$ cat config.mk
export PLATFORM = sky130hd
export DESIGN_NAME = instruction_fetch
export DESIGN_NICKNAME = d
export VERILOG_FILES = /design/src/rtl/instruction_fetch_pkg.sv /design/src/rtl/if_id_register.sv /design/src/rtl/instruction_fetch.sv
export SDC_FILE = /design/constraint.sdc
export NUM_CORES = 1
export LEC_CHECK = 0
export ABC_AREA = 1
export CORE_ASPECT_RATIO = 1.75
export CORE_MARGIN = 2
export CORE_UTILIZATION = 25
export DETAILED_ROUTE_END_ITERATION = 12
export PLACE_DENSITY = 0.6
export SETUP_SLACK_MARGIN = 0.1
export SYNTH_ARGS = -nofsm -noshare
export SYNTH_HDL_FRONTEND = slang
export SYNTH_HIERARCHICAL = 1
export SYNTH_SLANG_ARGS = --single-unit
$ cat constraint.sdc
create_clock -name Clock -period 1.3 [get_ports Clock]
set_clock_uncertainty 0.15 [all_clocks]
set_input_delay 0.39 -clock Clock [delete_from_list [all_inputs] [get_ports Clock]]
set_output_delay 0.39 -clock Clock [all_outputs]
set_load 0.01 [all_outputs]
$ cat src/rtl/instruction_fetch_pkg.sv
// Shared definitions for the instruction fetch stage: FSM states and fetch constants.
package instruction_fetch_pkg;
  typedef enum logic [1:0] {WARMUP, RUN, FAULT} fetch_state_e;

  localparam logic [15:0] NOP     = 16'h0000;
  localparam logic [15:0] PC_STEP = 16'd2;
endpackage

$ cat src/rtl/if_id_register.sv
// IF/ID pipeline register: loads on capture, drops valid on squash, otherwise holds.
module if_id_register
  import instruction_fetch_pkg::*;
(
  input  logic        clk,
  input  logic        rst_n,
  input  logic        capture,
  input  logic        squash,
  input  logic [15:0] instruction,
  input  logic [15:0] pc,
  output logic [15:0] if_id_instruction,
  output logic [15:0] if_id_pc,
  output logic        if_id_valid
);

  // Squash only invalidates; the payload keeps its last captured value.
  always_ff @(posedge clk or negedge rst_n) begin
    if (!rst_n) begin
      if_id_instruction <= NOP;
      if_id_pc          <= '0;
      if_id_valid       <= 1'b0;
    end else if (squash) begin
      if_id_valid <= 1'b0;
    end else if (capture) begin
      if_id_instruction <= instruction;
      if_id_pc          <= pc;
      if_id_valid       <= 1'b1;
    end
  end

endmodule

$ cat src/rtl/instruction_fetch.sv
// Instruction fetch stage: PC register, WARMUP/RUN/FAULT FSM and IF/ID register.
// Optional misaligned-redirect trap enabled by defining FETCH_MISALIGN_TRAP_EN.
module instruction_fetch
  import instruction_fetch_pkg::*;
#(
  parameter logic [15:0] RESET_PC  = 16'h0000,
  parameter int unsigned MEM_BYTES = 128
) (
  input  logic        Clock,
  input  logic        ResetN,
  input  logic        Stall,
  input  logic        BranchTaken,
  input  logic [15:0] BranchTarget,
  input  logic [15:0] Instruction,
  output logic [15:0] PCAddress,
  output logic [15:0] IfIdInstruction,
  output logic [15:0] IfIdPC,
  output logic        IfIdValid,
  output logic        FetchFault
);

  fetch_state_e state, state_next;
  logic [15:0]  pc_next;
  logic [15:0]  target;
  logic         misaligned;
  logic         capture;
  logic         squash;

  function automatic logic [15:0] wrap_addr(input logic [16:0] addr);
    logic [31:0] m;
    m = {15'b0, addr} % MEM_BYTES;
    return m[15:0];
  endfunction

  assign target = BranchTarget & ~16'h0001;

`ifdef FETCH_MISALIGN_TRAP_EN
  assign misaligned = BranchTaken & BranchTarget[0];
  // FAULT is exited only by reset, so the state itself is the sticky flag.
  assign FetchFault = (state == FAULT);
`else
  assign misaligned = 1'b0;
  assign FetchFault = 1'b0;
`endif

  always_ff @(posedge Clock or negedge ResetN) begin
    if (!ResetN) begin
      state     <= WARMUP;
      PCAddress <= RESET_PC;
    end else begin
      state     <= state_next;
      PCAddress <= pc_next;
    end
  end

  always_comb begin
    state_next = state;
    case (state)
      WARMUP:  state_next = misaligned ? FAULT : RUN;
      RUN:     state_next = misaligned ? FAULT : RUN;
      FAULT:   state_next = FAULT;
      default: state_next = WARMUP;
    endcase
  end

  always_comb begin
    pc_next = PCAddress;
    capture = 1'b0;
    squash  = 1'b0;
    case (state)
      WARMUP: begin
        if (BranchTaken) begin
          squash = 1'b1;
          if (!misaligned) pc_next = wrap_addr({1'b0, target});
        end
      end
      RUN: begin
        if (BranchTaken) begin
          squash = 1'b1;
          if (!misaligned) pc_next = wrap_addr({1'b0, target});
        end else if (!Stall) begin
          capture = 1'b1;
          pc_next = wrap_addr({1'b0, PCAddress} + {1'b0, PC_STEP});
        end
      end
      FAULT:   squash = 1'b1;
      default: squash = 1'b1;
    endcase
  end

  if_id_register u_if_id (
    .clk               (Clock),
    .rst_n             (ResetN),
    .capture           (capture),
    .squash            (squash),
    .instruction       (Instruction),
    .pc                (PCAddress),
    .if_id_instruction (IfIdInstruction),
    .if_id_pc          (IfIdPC),
    .if_id_valid       (IfIdValid)
  );

endmodule

==> run_results.csv <==
group,metric,value,unit
floorplanning,io_pins,86,
setup_path,critPathTopFamily,"flip-flops",
clock_tree,cts_tree,"done",
synthesis,synth_seq_cells,41,
final_layout,final_nets,404,
synthesis,synth-main-ff-cell,"dfrtp_1",
synthesis,synth_edf_count,0,
synthesis,synth_most_common_cell,"nand2_1",
placed_design,place_hpwl,3.27,mm
grt,grt_use_met2,0.233,
floorplanning,row_count,42,
synthesis,ys_types,21,
clock_tree,numCtsBuffers,5,
setup_path,endpoint_kind,"output port",
placed_design,port_buffers,64,
setup_path,cp_cell_sequence,"buf_6",
final_layout,final.fill_count,764,
sta,slew_violations,0,
sta,setup_ws,-0.0737,ns
synthesis,syn_area,0.00193,mm^2
run,maxCapViolations,0,
setup_path,start_kind,"register",
clock_tree,h-tree-depth,2,
setup_path,arrival,0.83,ns
synthesis,yosys.area.top_type_share,0.533,
pwr,irDropWorstVdd,0.530,mV
drt,drcViolationCount,0,
pwr,pwr-share-seq,0.369,
grt,grt.total_usage,0.139,
worst_hold_path,hold_class,"register to register",
synthesis,yosys_warnings,6,
pwr,power.net_switching,1260,uW
drt,post_drt_via_cell_ratio,4.23,
pwr,report.power.total,4320,uW
drt,wl_per_cell,13.0,um
final_layout,num_antenna_cells,0,
synthesis,synthArstFlopShare,1.00,
setup_path,cp_slowest_cell,"dfrtp_2",
setup_path,reg2reg_slack,-0.05,ns
synthesis,netlist.top_cell.by_area,"dfrtp_1",
setup_path,max_stage_delay,0.42,ns
pwr,p_int,3060,uW
setup_path,worst-path-buf-inv,1,
synthesis,synth_top_cells_by_count,"87 x nand2_1, 41 x dfrtp_1, 39 x nand3_1",
placed_design,gp_congestion,0.749,
pwr,p_clk_frac,0.303,
sta,grt_setup_unrepaired,"true",
grt,use_met1,0.168,
grt,grt_pass1_wl,9.21,mm
synthesis,synth_area_leaders,"dfrtp_1 53%, nand2_1 17%, nand3_1 10%, buf_4 5.5%, buf_6 2.3%",
synthesis,ys_seq_area_frac,0.533,
drt,first_iter_violations,74,
sta,setup-violations-final,63,
synthesis,synth_cells,226,
final_layout,multiInputGateArea,958,um^2
sta,period_needed,1.37,ns
clock_tree,cts_num_sinks,41,
grt,grt_max_degree,34,
grt,overflow,0,
setup_path,crit_type,"register to output port",
clock_tree,clk_latency,0.29,ns
setup_path,crit_fanout,2,
final_layout,drive_above_1_share,0.484,
clock_tree,path_clk_slew,0.06,ns
grt,busiest_layer,"met2",
pwr,swShare,0.291,
setup_path,cp.required,0.76,ns
clock_tree,clockBufferDepth,2,
floorplanning,initial_core_util,0.256,
floorplanning,dieArea,0.00845,mm^2
placed_design,dp_worst_setup_slack,-0.603,ns
drt,routed_wl,5.95,mm
sta,setup-tns-final,-2.27,ns
floorplanning,core,0.00751,mm^2
drt,dr.pass1.iters,6,
pwr,p_per_area,1240,mW/mm^2
pwr,power.leakage,0.00185,uW
status,violations,"setup timing",
sta,fmax,728,MHz
grt,grt_pass1_vias,1896,
status,status,"finished with violations",
floorplanning,die_h,120,um
drt,ant_nets,0,
final_layout,ff_latch_area,0.00103,mm^2
sta,hold_viol,0,
synthesis,syn_avg_cell_area,8.52,um^2
drt,vias,1929,
floorplanning,fp.dieW,70.3,um
grt,grt_use_met3,0.0294,
pwr,combPwrFrac,0.328,
sta,holdWs,0.328,ns
final_layout,syn2layout_area_growth,81.6,%
grt,antenna_found_initial,0,
clock_tree,cts_root_buffer,"clkbuf_16",
sta,period_share,1.06,
==> repair_timing <==
action / CTS / global route
pin swaps: 16 / 24
buffers inserted: 20 / 19
cloned: 5 / 3
hold buffers: 1 / 0
resized for setup: 212 / 39
setup endpoints to repair: 78 / 78
hold endpoints to repair: 9 / 0
==> final timing paths <==
kind / cells past startpoint / endpoint / startpoint
max in group asynchronous: 3 / PCAddress[2]$_DFFE_PN0P_ / ResetN
min: 2 / u_if_id/if_id_instruction[3]$_DFFE_PN0P_ / u_if_id/if_id_instruction[3]$_DFFE_PN0P_
min reg2reg: 2 / u_if_id/if_id_instruction[3]$_DFFE_PN0P_ / u_if_id/if_id_instruction[3]$_DFFE_PN0P_
min in group asynchronous: 2 / u_if_id/if_id_pc[14]$_DFFE_PN0P_ / ResetN
max: 1 / PCAddress[1] / PCAddress[1]$_DFFE_PN0P_
max reg2reg: 7 / u_if_id/if_id_instruction[4]$_DFFE_PN0P_ / state[0]$_DFF_PN0_
==> flip-flops by register name (all words and copies together), names as in the netlist <==
| name | flops |
|---|---|
| state | 2 |
| u_if_id/if_id_valid | 1 |
| u_if_id/if_id_instruction | 16 |
| PCAddress | 6 |
| u_if_id/if_id_pc | 16 |
==> routing by layer <==
layer  share of wire  vias to the layer above  wire length [um]
li1                -                      963                 -
met1            0.40                      899              2410
met2            0.52                       59              3120
met3           0.053                        8               315
met4           0.018                        0               107
met5               0                        -                 0
==> layout make-up <==
| type | count | share of cell area |
|---|---|---|
| repair buffers | 133 | 0.336 |
| flip-flops and latches | 41 | 0.294 |
| multi-input cells | 172 | 0.274 |
| clock buffers | 7 | 0.0436 |
| well taps | 88 | 0.0315 |
| inverters | 13 | 0.0179 |
| repair inverters | 1 | 0.00179 |
| clock inverters | 1 | 0.00143 |
==> stage by stage <==
step	util	area, um^2	cells
after floorplan	-	2020	246
after global placement	0.380	2850	405
after detailed placement	0.380	2850	405
after CTS	0.435	3270	439
after global routing	0.465	3500	456
final	0.465	3500	456
==> cells by family (layout without fill, tap and decap cells) <==
kind of cell,Yosys count,in the layout,synth area share
AO/OA/AOI/OAI,5,5,0.0175
XOR/XNOR,1,1,0.00455
adder cells (fa/ha/maj),1,1,0.00650
buffers and inverters,34,155,0.112
flip-flops,41,41,0.533
other,1,21,0.00195
AND/OR/NAND/NOR,143,144,0.324
==> power groups by stage <==
stage | logic, uW | registers [uW] | clock network, uW
6_report | 1420 | 1600 | 1310
5_1_grt | 1540 | 1620 | 1380
4_1_cts | 1200 | 1590 | 1340
3_5_place_dp | 1170 | 1610 | 0
3_3_place_gp | 1160 | 1600 | 0
2_1_floorplan | 348 | 1730 | 0
==> layout by cell type, fill, tap and decap left out, types with 3 or more instances in the layout <==
cell type,instances
dfrtp_1,39
nand3_1,27
nand2_2,25
buf_6,20
nor2_1,6
clkdlybuf4s50_1,22
clkbuf_16,7
nand3_2,11
buf_2,35
buf_12,4
buf_4,44
inv_4,3
conb_1,21
buf_8,3
nand2_1,62
inv_1,7
nand2_4,6
(Power assumes the default switching activity.)
